**src/rtl/mig7_tester_pkg.sv**
```systemverilog
// Shared types, command encodings and the data-pattern helper for mig7_tester.
package mig7_tester_pkg;

    localparam logic [2:0] CMD_WRITE = 3'b000;
    localparam logic [2:0] CMD_READ  = 3'b001;

    // Widest data bus the pattern helper can fill; DATA_WIDTH must not exceed it.
    localparam int PAT_MAX_WIDTH = 512;

    typedef enum logic [1:0] {
        ST_IDLE  = 2'd0,
        ST_WRITE = 2'd1,
        ST_READ  = 2'd2,
        ST_DONE  = 2'd3
    } state_t;

    // Beat pattern: 32-bit lane k of beat index holds seed + index + k.
    function automatic logic [PAT_MAX_WIDTH-1:0] pattern_word(input logic [31:0] seed,
                                                              input logic [31:0] index);
        logic [PAT_MAX_WIDTH-1:0] w;
        w = '0;
        for (int k = 0; k < PAT_MAX_WIDTH / 32; k++) begin
            w[k*32 +: 32] = seed + index + 32'(k);
        end
        return w;
    endfunction

endpackage

```
**src/rtl/mig7_tester_if.sv**
```systemverilog
// MIG7 application (user) port bundle between the tester and the MIG instance.
interface mig7_tester_if #(
    parameter int ADDR_WIDTH = 28,
    parameter int DATA_WIDTH = 128
);
    logic [ADDR_WIDTH-1:0]   app_addr;
    logic [2:0]              app_cmd;
    logic                    app_en;
    logic [DATA_WIDTH-1:0]   app_wdf_data;
    logic                    app_wdf_end;
    logic [DATA_WIDTH/8-1:0] app_wdf_mask;
    logic                    app_wdf_wren;
    logic [DATA_WIDTH-1:0]   app_rd_data;
    logic                    app_rd_data_end;
    logic                    app_rd_data_valid;
    logic                    app_rdy;
    logic                    app_wdf_rdy;
    logic                    app_sr_req;
    logic                    app_ref_req;
    logic                    app_zq_req;
    logic                    app_sr_active;
    logic                    app_ref_ack;
    logic                    app_zq_ack;

    modport master (
        output app_addr, app_cmd, app_en, app_wdf_data, app_wdf_end, app_wdf_mask,
               app_wdf_wren, app_sr_req, app_ref_req, app_zq_req,
        input  app_rd_data, app_rd_data_end, app_rd_data_valid, app_rdy, app_wdf_rdy,
               app_sr_active, app_ref_ack, app_zq_ack
    );

    modport slave (
        input  app_addr, app_cmd, app_en, app_wdf_data, app_wdf_end, app_wdf_mask,
               app_wdf_wren, app_sr_req, app_ref_req, app_zq_req,
        output app_rd_data, app_rd_data_end, app_rd_data_valid, app_rdy, app_wdf_rdy,
               app_sr_active, app_ref_ack, app_zq_ack
    );
endinterface

```
**src/rtl/mig7_tester.sv**
```systemverilog
// Traffic generator/checker: writes a seeded pattern over a beat range through
// the MIG7 user port, reads it back in order and tallies mismatching beats.
module mig7_tester
    import mig7_tester_pkg::*;
#(
    parameter int ADDR_WIDTH = 28,
    parameter int DATA_WIDTH = 128,
    parameter int CNT_WIDTH  = 16,
    parameter int ADDR_STEP  = 8,
    parameter int ERR_WIDTH  = 16
) (
    input  logic                  clk,
    input  logic                  rst,
    input  logic                  start,
    input  logic                  loop_en,
    input  logic [ADDR_WIDTH-1:0] start_addr,
    input  logic [CNT_WIDTH-1:0]  num_words,
    input  logic [31:0]           seed,
    input  logic                  init_calib_complete,
    output logic                  busy,
    output logic                  done,
    output logic                  pass,
    output logic [ERR_WIDTH-1:0]  err_cnt,
    output logic [ADDR_WIDTH-1:0] err_addr,
    output logic [31:0]           pass_cnt,
    mig7_tester_if.master         mig
);

    localparam logic [ADDR_WIDTH-1:0] STEP    = ADDR_WIDTH'(ADDR_STEP);
    localparam logic [ERR_WIDTH-1:0]  ERR_MAX = {ERR_WIDTH{1'b1}};

    state_t                 state;
    logic [ADDR_WIDTH-1:0]  base_addr;
    logic [CNT_WIDTH-1:0]   num_r;
    logic [31:0]            seed_r;
    logic [CNT_WIDTH-1:0]   wc;
    logic [CNT_WIDTH-1:0]   dc;
    logic [CNT_WIDTH-1:0]   rc;
    logic [ADDR_WIDTH-1:0]  rd_addr;

    logic                   cmd_fire;
    logic                   wdf_fire;
    logic                   rd_fire;
    logic [CNT_WIDTH-1:0]   wc_inc;
    logic [CNT_WIDTH-1:0]   dc_inc;
    logic [CNT_WIDTH-1:0]   rc_inc;
    logic                   wr_cmd_done;
    logic                   wr_data_done;
    logic                   rd_last;
    logic                   rd_mismatch;
    logic [31:0]            first_seed;
    logic [PAT_MAX_WIDTH-1:0] pat_first_full;
    logic [PAT_MAX_WIDTH-1:0] pat_wr_full;
    logic [PAT_MAX_WIDTH-1:0] pat_rd_full;
    logic [DATA_WIDTH-1:0]  pat_first;
    logic [DATA_WIDTH-1:0]  pat_wr_next;
    logic [DATA_WIDTH-1:0]  pat_rd;
    logic [ERR_WIDTH-1:0]   err_cnt_nxt;
    logic [ADDR_WIDTH-1:0]  err_addr_nxt;
    logic                   unused_ok;

    assign mig.app_wdf_end  = 1'b1;
    assign mig.app_wdf_mask = '0;
    assign mig.app_sr_req   = 1'b0;
    assign mig.app_ref_req  = 1'b0;
    assign mig.app_zq_req   = 1'b0;

    // Handshakes, counter look-ahead and the patterns for the next beat of each stream.
    always_comb begin
        cmd_fire     = mig.app_en & mig.app_rdy;
        wdf_fire     = mig.app_wdf_wren & mig.app_wdf_rdy;
        rd_fire      = (state == ST_READ) & mig.app_rd_data_valid;
        wc_inc       = wc + CNT_WIDTH'(1);
        dc_inc       = dc + CNT_WIDTH'(1);
        rc_inc       = rc + CNT_WIDTH'(1);
        wr_cmd_done  = (wc == num_r) | (cmd_fire & (wc_inc == num_r));
        wr_data_done = (dc == num_r) | (wdf_fire & (dc_inc == num_r));
        rd_last      = rd_fire & (rc_inc == num_r);
        first_seed   = (state == ST_IDLE) ? seed : seed_r + 32'd1;
        pat_first_full = pattern_word(first_seed, 32'd0);
        pat_wr_full    = pattern_word(seed_r, 32'(dc_inc));
        pat_rd_full    = pattern_word(seed_r, 32'(rc));
        pat_first    = pat_first_full[DATA_WIDTH-1:0];
        pat_wr_next  = pat_wr_full[DATA_WIDTH-1:0];
        pat_rd       = pat_rd_full[DATA_WIDTH-1:0];
        rd_mismatch  = mig.app_rd_data != pat_rd;
    end

    // Error tally: cleared at the start of a fresh test or after a clean loop pass, bumped per bad beat.
    always_comb begin
        err_cnt_nxt  = err_cnt;
        err_addr_nxt = err_addr;
        case (state)
            ST_IDLE: begin
                if (start && init_calib_complete) begin
                    err_cnt_nxt  = '0;
                    err_addr_nxt = '0;
                end
            end
            ST_READ: begin
                if (rd_fire && rd_mismatch) begin
                    if (err_cnt != ERR_MAX) begin
                        err_cnt_nxt = err_cnt + ERR_WIDTH'(1);
                    end
                    if (err_cnt == '0) begin
                        err_addr_nxt = rd_addr;
                    end
                end
            end
            ST_DONE: begin
                if (loop_en && start && pass) begin
                    err_cnt_nxt  = '0;
                    err_addr_nxt = '0;
                end
            end
            default: ;
        endcase
    end

    // Sideband bits the tester never needs are folded here so nothing dangles.
    assign unused_ok = &{1'b0, mig.app_rd_data_end, mig.app_sr_active, mig.app_ref_ack,
                         mig.app_zq_ack, pat_first_full, pat_wr_full, pat_rd_full};

    // Main sequencer: owns the state, beat counters and every registered MIG request output.
    always_ff @(posedge clk) begin
        if (rst) begin
            state            <= ST_IDLE;
            base_addr        <= '0;
            num_r            <= '0;
            seed_r           <= '0;
            wc               <= '0;
            dc               <= '0;
            rc               <= '0;
            rd_addr          <= '0;
            busy             <= 1'b0;
            done             <= 1'b0;
            pass             <= 1'b1;
            err_cnt          <= '0;
            err_addr         <= '0;
            pass_cnt         <= '0;
            mig.app_en       <= 1'b0;
            mig.app_addr     <= '0;
            mig.app_cmd      <= CMD_WRITE;
            mig.app_wdf_wren <= 1'b0;
            mig.app_wdf_data <= '0;
        end else begin
            err_cnt  <= err_cnt_nxt;
            err_addr <= err_addr_nxt;
            pass     <= (err_cnt_nxt == '0);
            case (state)
                ST_IDLE: begin
                    if (start && init_calib_complete) begin
                        base_addr <= start_addr;
                        num_r     <= num_words;
                        seed_r    <= seed;
                        wc        <= '0;
                        dc        <= '0;
                        rc        <= '0;
                        rd_addr   <= start_addr;
                        if (num_words == '0) begin
                            state    <= ST_DONE;
                            done     <= 1'b1;
                            pass_cnt <= pass_cnt + 32'd1;
                        end else begin
                            state            <= ST_WRITE;
                            busy             <= 1'b1;
                            mig.app_en       <= 1'b1;
                            mig.app_cmd      <= CMD_WRITE;
                            mig.app_addr     <= start_addr;
                            mig.app_wdf_wren <= 1'b1;
                            mig.app_wdf_data <= pat_first;
                        end
                    end
                end
                ST_WRITE: begin
                    if (cmd_fire) begin
                        wc <= wc_inc;
                        if (wc_inc == num_r) begin
                            mig.app_en <= 1'b0;
                        end else begin
                            mig.app_addr <= mig.app_addr + STEP;
                        end
                    end
                    if (wdf_fire) begin
                        dc <= dc_inc;
                        if (dc_inc == num_r) begin
                            mig.app_wdf_wren <= 1'b0;
                        end else begin
                            mig.app_wdf_data <= pat_wr_next;
                        end
                    end
                    if (wr_cmd_done && wr_data_done) begin
                        state        <= ST_READ;
                        wc           <= '0;
                        mig.app_en   <= 1'b1;
                        mig.app_cmd  <= CMD_READ;
                        mig.app_addr <= base_addr;
                    end
                end
                ST_READ: begin
                    if (cmd_fire) begin
                        wc <= wc_inc;
                        if (wc_inc == num_r) begin
                            mig.app_en <= 1'b0;
                        end else begin
                            mig.app_addr <= mig.app_addr + STEP;
                        end
                    end
                    if (rd_fire) begin
                        rc      <= rc_inc;
                        rd_addr <= rd_addr + STEP;
                    end
                    if (rd_last) begin
                        state      <= ST_DONE;
                        busy       <= 1'b0;
                        done       <= 1'b1;
                        mig.app_en <= 1'b0;
                        pass_cnt   <= pass_cnt + 32'd1;
                    end
                end
                ST_DONE: begin
                    if (loop_en && start) begin
                        seed_r  <= seed_r + 32'd1;
                        wc      <= '0;
                        dc      <= '0;
                        rc      <= '0;
                        rd_addr <= base_addr;
                        if (num_r == '0) begin
                            pass_cnt <= pass_cnt + 32'd1;
                        end else begin
                            state            <= ST_WRITE;
                            busy             <= 1'b1;
                            done             <= 1'b0;
                            mig.app_en       <= 1'b1;
                            mig.app_cmd      <= CMD_WRITE;
                            mig.app_addr     <= base_addr;
                            mig.app_wdf_wren <= 1'b1;
                            mig.app_wdf_data <= pat_first;
                        end
                    end else if (!start) begin
                        state <= ST_IDLE;
                        done  <= 1'b0;
                    end
                end
                default: state <= ST_IDLE;
            endcase
        end
    end

endmodule

```
**src/flat_wrapper.sv**
```systemverilog
// flat-port wrapper written by rule: the top's interface ports become plain ports
module mig7_tester_flat import mig7_tester_pkg::*;
#(
    parameter int ADDR_WIDTH = 28,
    parameter int DATA_WIDTH = 128,
    parameter int CNT_WIDTH  = 16,
    parameter int ADDR_STEP  = 8,
    parameter int ERR_WIDTH  = 16
)
  (clk, rst, start, loop_en, start_addr, num_words, seed, init_calib_complete, busy, done, pass, err_cnt, err_addr, pass_cnt, mig_app_addr, mig_app_cmd, mig_app_en, mig_app_wdf_data, mig_app_wdf_end, mig_app_wdf_mask, mig_app_wdf_wren, mig_app_sr_req, mig_app_ref_req, mig_app_zq_req, mig_app_rd_data, mig_app_rd_data_end, mig_app_rd_data_valid, mig_app_rdy, mig_app_wdf_rdy, mig_app_sr_active, mig_app_ref_ack, mig_app_zq_ack);
  mig7_tester_if #(.ADDR_WIDTH(ADDR_WIDTH), .DATA_WIDTH(DATA_WIDTH)) mig_i ();
  input  logic clk;
  input  logic rst;
  input  logic start;
  input  logic loop_en;
  input  logic [ADDR_WIDTH-1:0] start_addr;
  input  logic [CNT_WIDTH-1:0] num_words;
  input  logic [31:0] seed;
  input  logic init_calib_complete;
  output logic busy;
  output logic done;
  output logic pass;
  output logic [ERR_WIDTH-1:0] err_cnt;
  output logic [ADDR_WIDTH-1:0] err_addr;
  output logic [31:0] pass_cnt;
  output wire logic [$bits(mig_i.app_addr)-1:0] mig_app_addr;
  output wire logic [$bits(mig_i.app_cmd)-1:0] mig_app_cmd;
  output wire logic [$bits(mig_i.app_en)-1:0] mig_app_en;
  output wire logic [$bits(mig_i.app_wdf_data)-1:0] mig_app_wdf_data;
  output wire logic [$bits(mig_i.app_wdf_end)-1:0] mig_app_wdf_end;
  output wire logic [$bits(mig_i.app_wdf_mask)-1:0] mig_app_wdf_mask;
  output wire logic [$bits(mig_i.app_wdf_wren)-1:0] mig_app_wdf_wren;
  output wire logic [$bits(mig_i.app_sr_req)-1:0] mig_app_sr_req;
  output wire logic [$bits(mig_i.app_ref_req)-1:0] mig_app_ref_req;
  output wire logic [$bits(mig_i.app_zq_req)-1:0] mig_app_zq_req;
  input wire logic [$bits(mig_i.app_rd_data)-1:0] mig_app_rd_data;
  input wire logic [$bits(mig_i.app_rd_data_end)-1:0] mig_app_rd_data_end;
  input wire logic [$bits(mig_i.app_rd_data_valid)-1:0] mig_app_rd_data_valid;
  input wire logic [$bits(mig_i.app_rdy)-1:0] mig_app_rdy;
  input wire logic [$bits(mig_i.app_wdf_rdy)-1:0] mig_app_wdf_rdy;
  input wire logic [$bits(mig_i.app_sr_active)-1:0] mig_app_sr_active;
  input wire logic [$bits(mig_i.app_ref_ack)-1:0] mig_app_ref_ack;
  input wire logic [$bits(mig_i.app_zq_ack)-1:0] mig_app_zq_ack;
  assign mig_app_addr = mig_i.app_addr;
  assign mig_app_cmd = mig_i.app_cmd;
  assign mig_app_en = mig_i.app_en;
  assign mig_app_wdf_data = mig_i.app_wdf_data;
  assign mig_app_wdf_end = mig_i.app_wdf_end;
  assign mig_app_wdf_mask = mig_i.app_wdf_mask;
  assign mig_app_wdf_wren = mig_i.app_wdf_wren;
  assign mig_app_sr_req = mig_i.app_sr_req;
  assign mig_app_ref_req = mig_i.app_ref_req;
  assign mig_app_zq_req = mig_i.app_zq_req;
  assign mig_i.app_rd_data = mig_app_rd_data;
  assign mig_i.app_rd_data_end = mig_app_rd_data_end;
  assign mig_i.app_rd_data_valid = mig_app_rd_data_valid;
  assign mig_i.app_rdy = mig_app_rdy;
  assign mig_i.app_wdf_rdy = mig_app_wdf_rdy;
  assign mig_i.app_sr_active = mig_app_sr_active;
  assign mig_i.app_ref_ack = mig_app_ref_ack;
  assign mig_i.app_zq_ack = mig_app_zq_ack;
  mig7_tester #(.ADDR_WIDTH(ADDR_WIDTH), .DATA_WIDTH(DATA_WIDTH), .CNT_WIDTH(CNT_WIDTH), .ADDR_STEP(ADDR_STEP), .ERR_WIDTH(ERR_WIDTH)) u_core (.clk(clk), .rst(rst), .start(start), .loop_en(loop_en), .start_addr(start_addr), .num_words(num_words), .seed(seed), .init_calib_complete(init_calib_complete), .busy(busy), .done(done), .pass(pass), .err_cnt(err_cnt), .err_addr(err_addr), .pass_cnt(pass_cnt), .mig(mig_i));
endmodule
```
**config.mk**
```make
export PLATFORM = sky130hd
export DESIGN_NAME = mig7_tester_flat
export DESIGN_NICKNAME = d
export VERILOG_FILES = /design/src/rtl/mig7_tester_pkg.sv /design/src/rtl/mig7_tester_if.sv /design/src/rtl/mig7_tester.sv /design/src/flat_wrapper.sv
export SDC_FILE = /design/constraint.sdc
export NUM_CORES = 2
export LEC_CHECK = 0
export ABC_AREA = 1
export BUFFER_PORTS_ARGS = -buffer_cell sky130_fd_sc_hd__buf_2
export CELL_PAD_IN_SITES_DETAIL_PLACEMENT = 0
export CELL_PAD_IN_SITES_GLOBAL_PLACEMENT = 2
export CORE_MARGIN = 10
export CORE_UTILIZATION = 30
export CTS_CLUSTER_DIAMETER = 30
export DETAILED_ROUTE_END_ITERATION = 12
export PLACE_DENSITY = 0.8
export SETUP_SLACK_MARGIN = 0.15
export SYNTH_ARGS = -nofsm -noshare
export SYNTH_HDL_FRONTEND = slang
export SYNTH_SLANG_ARGS = --single-unit
```
**constraint.sdc**
```tcl
create_clock -name clk -period 11.6 [get_ports clk]
set_input_delay 1.16 -clock clk [delete_from_list [all_inputs] [get_ports clk]]
set_output_delay 1.16 -clock clk [all_outputs]
set_load 0.01 [all_outputs]
```
After elaboration in Yosys (flattened, before gate mapping):

Cells that the tools add are included.

* bits in registers: 394
* output and inout bits: 260
* logic and storage cells: 183

* reductions and logical operators: 27
* muxes and demuxes: 83
* eq/ne operators: 27
* $add $sub $neg: 19
* bitwise operators: 8

Operators with widths (count)
* 2-to-1 mux 128 bit: 6
* 2-to-1 mux 28 bit: 14
* case mux 128 bit (3 select lines): 1
* 2-to-1 mux 32 bit: 8
* adder 32 x 2 -> 32 bit, second input constant: 6
* case mux 28 bit (3 select lines): 2
* adder 32 x 1 -> 32 bit, second input constant: 5
* 2-to-1 mux 16 bit: 10
* case mux 16 bit (3 select lines): 3
* inequality test 128 bit: 1
* case mux 28 bit (4 select lines): 1
* case mux 32 bit (3 select lines): 1
* == test 16 bit: 5
* adder 16 x 1 -> 16 bit, second input constant: 4
* adder 32 x 16 -> 32 bit: 2
* logical NOT 16 bit: 4
* case mux 16 bit (4 select lines): 1
* case mux 32 bit (2 select lines): 1
* adder 28 x 4 -> 28 bit, second input constant: 2
* AND reduction 6 bit: 4
* 2-to-1 mux 1 bit: 17
* inequality test 16 bit, second input constant: 1
* inequality test 2 x 1 -> 1 bit, second input constant: 8
* 2-to-1 mux 3 bit: 5
* other kinds (21): 52

Logic depth before layout (Yosys ltp):

* depth after elaboration: 7
* depth in mapped cells: 36

Worst setup path before layout:

OpenSTA, ideal clock, no wires.

* kind: register to register
* start point: register u_core.dc[0]
* end point: register u_core.mig.app_wdf_data[123]
* period minus slack after synthesis: 3.996 ns
* setup slack: 7.604 ns
* path buffers: 0
* arrival: 3.880 ns
* library setup time: 0.116 ns
* stages on the path, launching flop included: 28
* cell sequence: dfxtp_1 > ha_1 > nand2_1 > nor2_1 > nand2_1 > nor2_1 > xor2_1 > inv_1 > ha_1 > nand2_1 > o21ai_0 > a21boi_1 > o21ai_2 > a21oi_1 > o21ai_1 > nand2_1 > a21oi_2 > a21oi_1 > o21ai_0 > nand2_1 > nor2_1 > nand2_1 > inv_1 > nand2_1 > nor3_2 > nand2_1 > o21ai_0 > nor2_1

* longest elaborated chain between the ends: 6
* elaborated cells between the ends (all ways): 9

RTL lines
* start: declaration: RTL line mig7_tester.sv:37 `logic [CNT_WIDTH-1:0] dc;`
* start signal: assignment: RTL line mig7_tester.sv:185 `dc <= dc_inc;`
* adder 16 x 1 -> 16 bit *: RTL line mig7_tester.sv:74 `dc_inc = dc + CNT_WIDTH'(1);`
* adder 32 x 16 -> 32 bit: RTL line mig7_tester_pkg.sv:23 `w[k*32 +: 32] = seed + index + 32'(k);`
* adder 32 x 2 -> 32 bit: RTL line mig7_tester_pkg.sv:23
* 2-to-1 mux 128 bit: RTL line mig7_tester.sv:186 `if (dc_inc == num_r) begin`
* 2-to-1 mux 128 bit: RTL line mig7_tester.sv:184 `if (wdf_fire) begin`
* case mux 128 bit (3 select lines): RTL line mig7_tester.sv:150 `case (state)`
* end signal: assignment: RTL line mig7_tester.sv:171 `mig.app_wdf_data <= pat_first;`
* end signal: assignment: RTL line mig7_tester.sv:189 `mig.app_wdf_data <= pat_wr_next;`
* end signal: assignment: RTL line mig7_tester.sv:238 `mig.app_wdf_data <= pat_first;`
* end: declaration: RTL line mig7_tester_if.sv:26 `output app_addr, app_cmd, app_en, app_wdf_data, app_wdf_end, app_wdf_mask,`

Every way passes the cells marked *; elsewhere a longest branch is shown, timed or not. The select of a mux whose other input is x is not followed.
A chain may end at the register's enable or synchronous reset.

Final worst setup path:

* start point: register u_core.seed_r[0]
* end point: register u_core.err_addr[25]

* longest elaborated chain between the ends: 6
* elaborated cells between the ends (all ways): 8

RTL lines
* start: declaration: RTL line mig7_tester.sv:35 `logic [31:0] seed_r;`
* start signal: assignment: RTL line mig7_tester.sv:223 `seed_r <= seed_r + 32'd1;`
* adder 32 x 16 -> 32 bit *: RTL line mig7_tester_pkg.sv:23
* adder 32 x 1 -> 32 bit or adder 32 x 2 -> 32 bit (tied branches): RTL line mig7_tester_pkg.sv:23
* inequality test 128 bit *: RTL line mig7_tester.sv:86 `rd_mismatch = mig.app_rd_data != pat_rd;`
* logical AND 1 bit *: RTL line mig7_tester.sv:101 `if (rd_fire && rd_mismatch) begin`
* inequality test 2 bit (no line) *
* AND reduction 5 bit (no line) *
* end signal: assignment: RTL line mig7_tester.sv:148 `err_addr <= err_addr_nxt;`
* end: declaration: RTL line mig7_tester.sv:24 `output logic [ADDR_WIDTH-1:0] err_addr,`

Every way passes the cells marked *; elsewhere a longest branch is shown, timed or not.

==> impl_metrics.yaml <==
routing:
  drt_first_pass_iters: 8
  drtAntennaViolNets: 0
  via_count: 33970
  wl_mm: 139.0
  wl_per_cell_um: 20.45
  remaining_drc_errors: 0
  drtIter0Drc: 2211
  viasPerCell: 4.997
pwr:
  p_leak_nw: 16.73
  clkPwrFrac: 0.346
  power_density_nw_per_um2: 246.6
  sw_frac_of_total: 0.4451
  p_sw_mw: 4.113
  power_frac_comb: 0.420
  p_int_mw: 5.127
  p_seq_frac: 0.234
  total_power_mw: 9.241
  ir_drop_v: 0.0001362
die:
  io_pins: 476
  initial_core_util: 0.3023
  die_h_um: 337.7
  core_um2: 100100
  die_x_um: 337.7
  rows: 116
  die_area_um2: 114000
global_route:
  grt.met2_usage: 0.4005
  grt_pass1_vias: 33030
  grt_pass1_wl_mm: 206.6
  grtUsageMet1: 0.2843
  globalRoute.totalOverflow: 0
  busiest_layer: "met2"
  grtUsageTotal: 0.2340
  antenna_found_initial: 27
  grt_max_degree: 97
  met3_usage: 0.05954
sta:
  period_needed_ps: 6922
  max_freq_mhz: 144.5
  grt_setup_unrepaired: "no"
  fin_skew_ps: 31.56
  slew_headroom: 0.1717
  holdWs_ps: 460.0
  finalSetupViolations: 0
  finalHoldViolations: 0
  min_period_over_period: 0.5967
  tns_ps: 0
  slew_viol_final: 0
  tightestPinTransition_ps: 1238
logic_synthesis:
  yosysTopAreaCellShare: 0.2579
  synth_top_area_cell: "dfxtp_1"
  ys_top_cells_by_area: "dfxtp_1, nand2_1, inv_1"
  netlist_area_um2: 30280
  synthArstFlopShare: 0
  synth_cell_types: 62
  yosysMostFrequentCell: "nand2_1"
  syn_inst: 4999
  synth_edf_count: 0
  ys_warn_count: 0
  synthTopCellsByCount: "nand2_1, inv_1, nor2_1, dfxtp_1, a21oi_1"
  ys.flop_type: "dfxtp_1"
  ys_seq_area_frac: 0.2579
  avgSynthCellArea_um2: 6.057
  synth-seq-cells: 390
setup_path:
  slowest_stage: "dfxtp_1"
  critPathCaptureType: "flip-flop"
  r2r_cells: 30
  cp_common_cell: "nand2_1"
  critPathRequiredTime_ps: 12150
  worstSetupStartpointType: "flip-flop"
  cpPeakStageDelay_ps: 590
  rr_startpoint: "u_core.seed_r[0]"
  r2r_slack_ps: 4680
  timing.rr.end: "u_core.err_addr[25]"
  arrival_ps: 7470
  cp-startpoint: "u_core.seed_r[0]"
  cp-endpoint: "u_core.err_addr[25]"
  path_max_fanout: 46
  critPathKind: "flip-flop to flip-flop"
clock_network:
  clockBufferDepth: 3
  tritoncts: "yes"
  clk_latency_ps: 670
  cts-root-buf: "clkbuf_16"
  cts_inserted_buffers: 108
  ctsResizeCount: 0
  cts_hold_buf: 0
  clkTransAtPathRegs_ps: 50
  cts_sinks: 390
  post_cts_buffers: 0
  h-tree-depth: 3
finish:
  drive_gt1_frac: 0.1502
  nNetsFinal: 5667
  syn2layout_area_growth_pct: 23.74
  final_util: 0.3741
place:
  gp_congestion: 0.9067
  portBuffers: 449
  place_hpwl_mm: 108.2
min_path:
  hold_path_class: "flip-flop to flip-flop"
outcome:
  status: "completed"
job:
  drv_cap: 0
## worst min-delay path by stage
stage	start	end	slack, ps	cells past startpoint
detailed placement	u_core.mig.app_wdf_data[22]	u_core.mig.app_wdf_data[22]	450	2
floorplan	u_core.base_addr[22]	u_core.base_addr[22]	440	2
global route	u_core.mig.app_wdf_data[22]	u_core.mig.app_wdf_data[22]	480	2
CTS	u_core.mig.app_wdf_data[22]	u_core.mig.app_wdf_data[22]	460	2
finish	u_core.mig.app_wdf_data[22]	u_core.mig.app_wdf_data[22]	460	2
global placement	u_core.mig.app_wdf_data[100]	u_core.mig.app_wdf_data[100]	450	2
## per-layer routing
| metal | vias up | routed length [um] |
|---|---|---|
| met5 | - | 181 |
| met2 | 905 | 65780 |
| li1 | 17140 | - |
| met3 | 217 | 9934 |
| met1 | 15680 | 59000 |
| met4 | 32 | 4136 |
## kinds of logic (layout without fill, tap and decap cells)
logic type / Yosys count / after routing / share of synthesized area
compound gates: 850 / 850 / 0.1588
xor+xnor: 280 / 280 / 0.08281
fa+ha+maj: 55 / 55 / 0.02322
buf+inv: 768 / 1240 / 0.1009
flops: 390 / 390 / 0.2579
other cells: 2 / 31 / 0.0002480
simple gates: 2654 / 2654 / 0.3762
## area by class of cell
cell class,count,area [um2]
antenna,9,22.52
clock buffer,141,3018
clock inverter,64,893.4
fill,11130,62680
inverter,557,2095
multi-input combinational,3861,19530
sequential,390,7807
tap,1298,1624
timing repair buffer,478,2474
## through the flow
stage	setup WS [ps]	area, um2	instances
detailed placement	4671	33530	6584
finish	4678	37470	6798
floorplan	7604	30350	5019
global placement	4686	33530	6584
CTS	4651	37440	6789
global route	3916	37450	6790
## registers in the layout, indices dropped and copies added, names as in the netlist, 28 cells and up
signal	count
u_core.base_addr	28
u_core.err_addr	28
u_core.mig.app_addr	28
u_core.mig.app_wdf_data	126
u_core.pass_cnt	32
u_core.rd_addr	28
u_core.seed_r	32
## cell usage in the layout, fill, tap and decap left out, types with 19 or more instances in the layout
cell / Yosys / layout
nor2_2: 30 / 31
a211oi_1: 28 / 28
o211ai_1: 48 / 48
conb_1: 2 / 22
bufinv_16: 0 / 19
nand3_1: 332 / 332
nand4_1: 95 / 95
xnor2_1: 54 / 54
dfxtp_1: 390 / 390
nand2_1: 1433 / 1432
clkinv_2: 0 / 32
a21oi_1: 377 / 377
nor3_1: 85 / 84
ha_1: 53 / 49
nor2_1: 519 / 518
clkbuf_16: 0 / 109
a31oi_1: 22 / 22
o21ai_0: 246 / 246
inv_1: 526 / 523
xor2_1: 222 / 222
buf_2: 28 / 448
inv_2: 26 / 27
nor4_1: 44 / 44
buf_4: 30 / 29
nand3b_1: 20 / 20
nand2_2: 34 / 35
## critical path, delay by kind of cell, from the launching register on
family / cells / cell delay, ps
buffers and inverters: 6 / 1010
flip-flops: 1 / 590
AND/OR/NAND/NOR: 18 / 3570
AO/OA/AOI/OAI: 3 / 580
adder cells (fa/ha/maj): 3 / 1000
## power groups by stage
stage               registers, mW  logic (mW)  clock network [mW]
global placement             2.18        3.89                   0
floorplan                    2.11        2.42                   0
finish                       2.16        3.88                3.20
global route                 2.21        4.32                3.31
detailed placement           2.18        3.89                   0
CTS                          2.16        3.91                3.24
No activity file was read; power rests on OpenSTA's default activity.
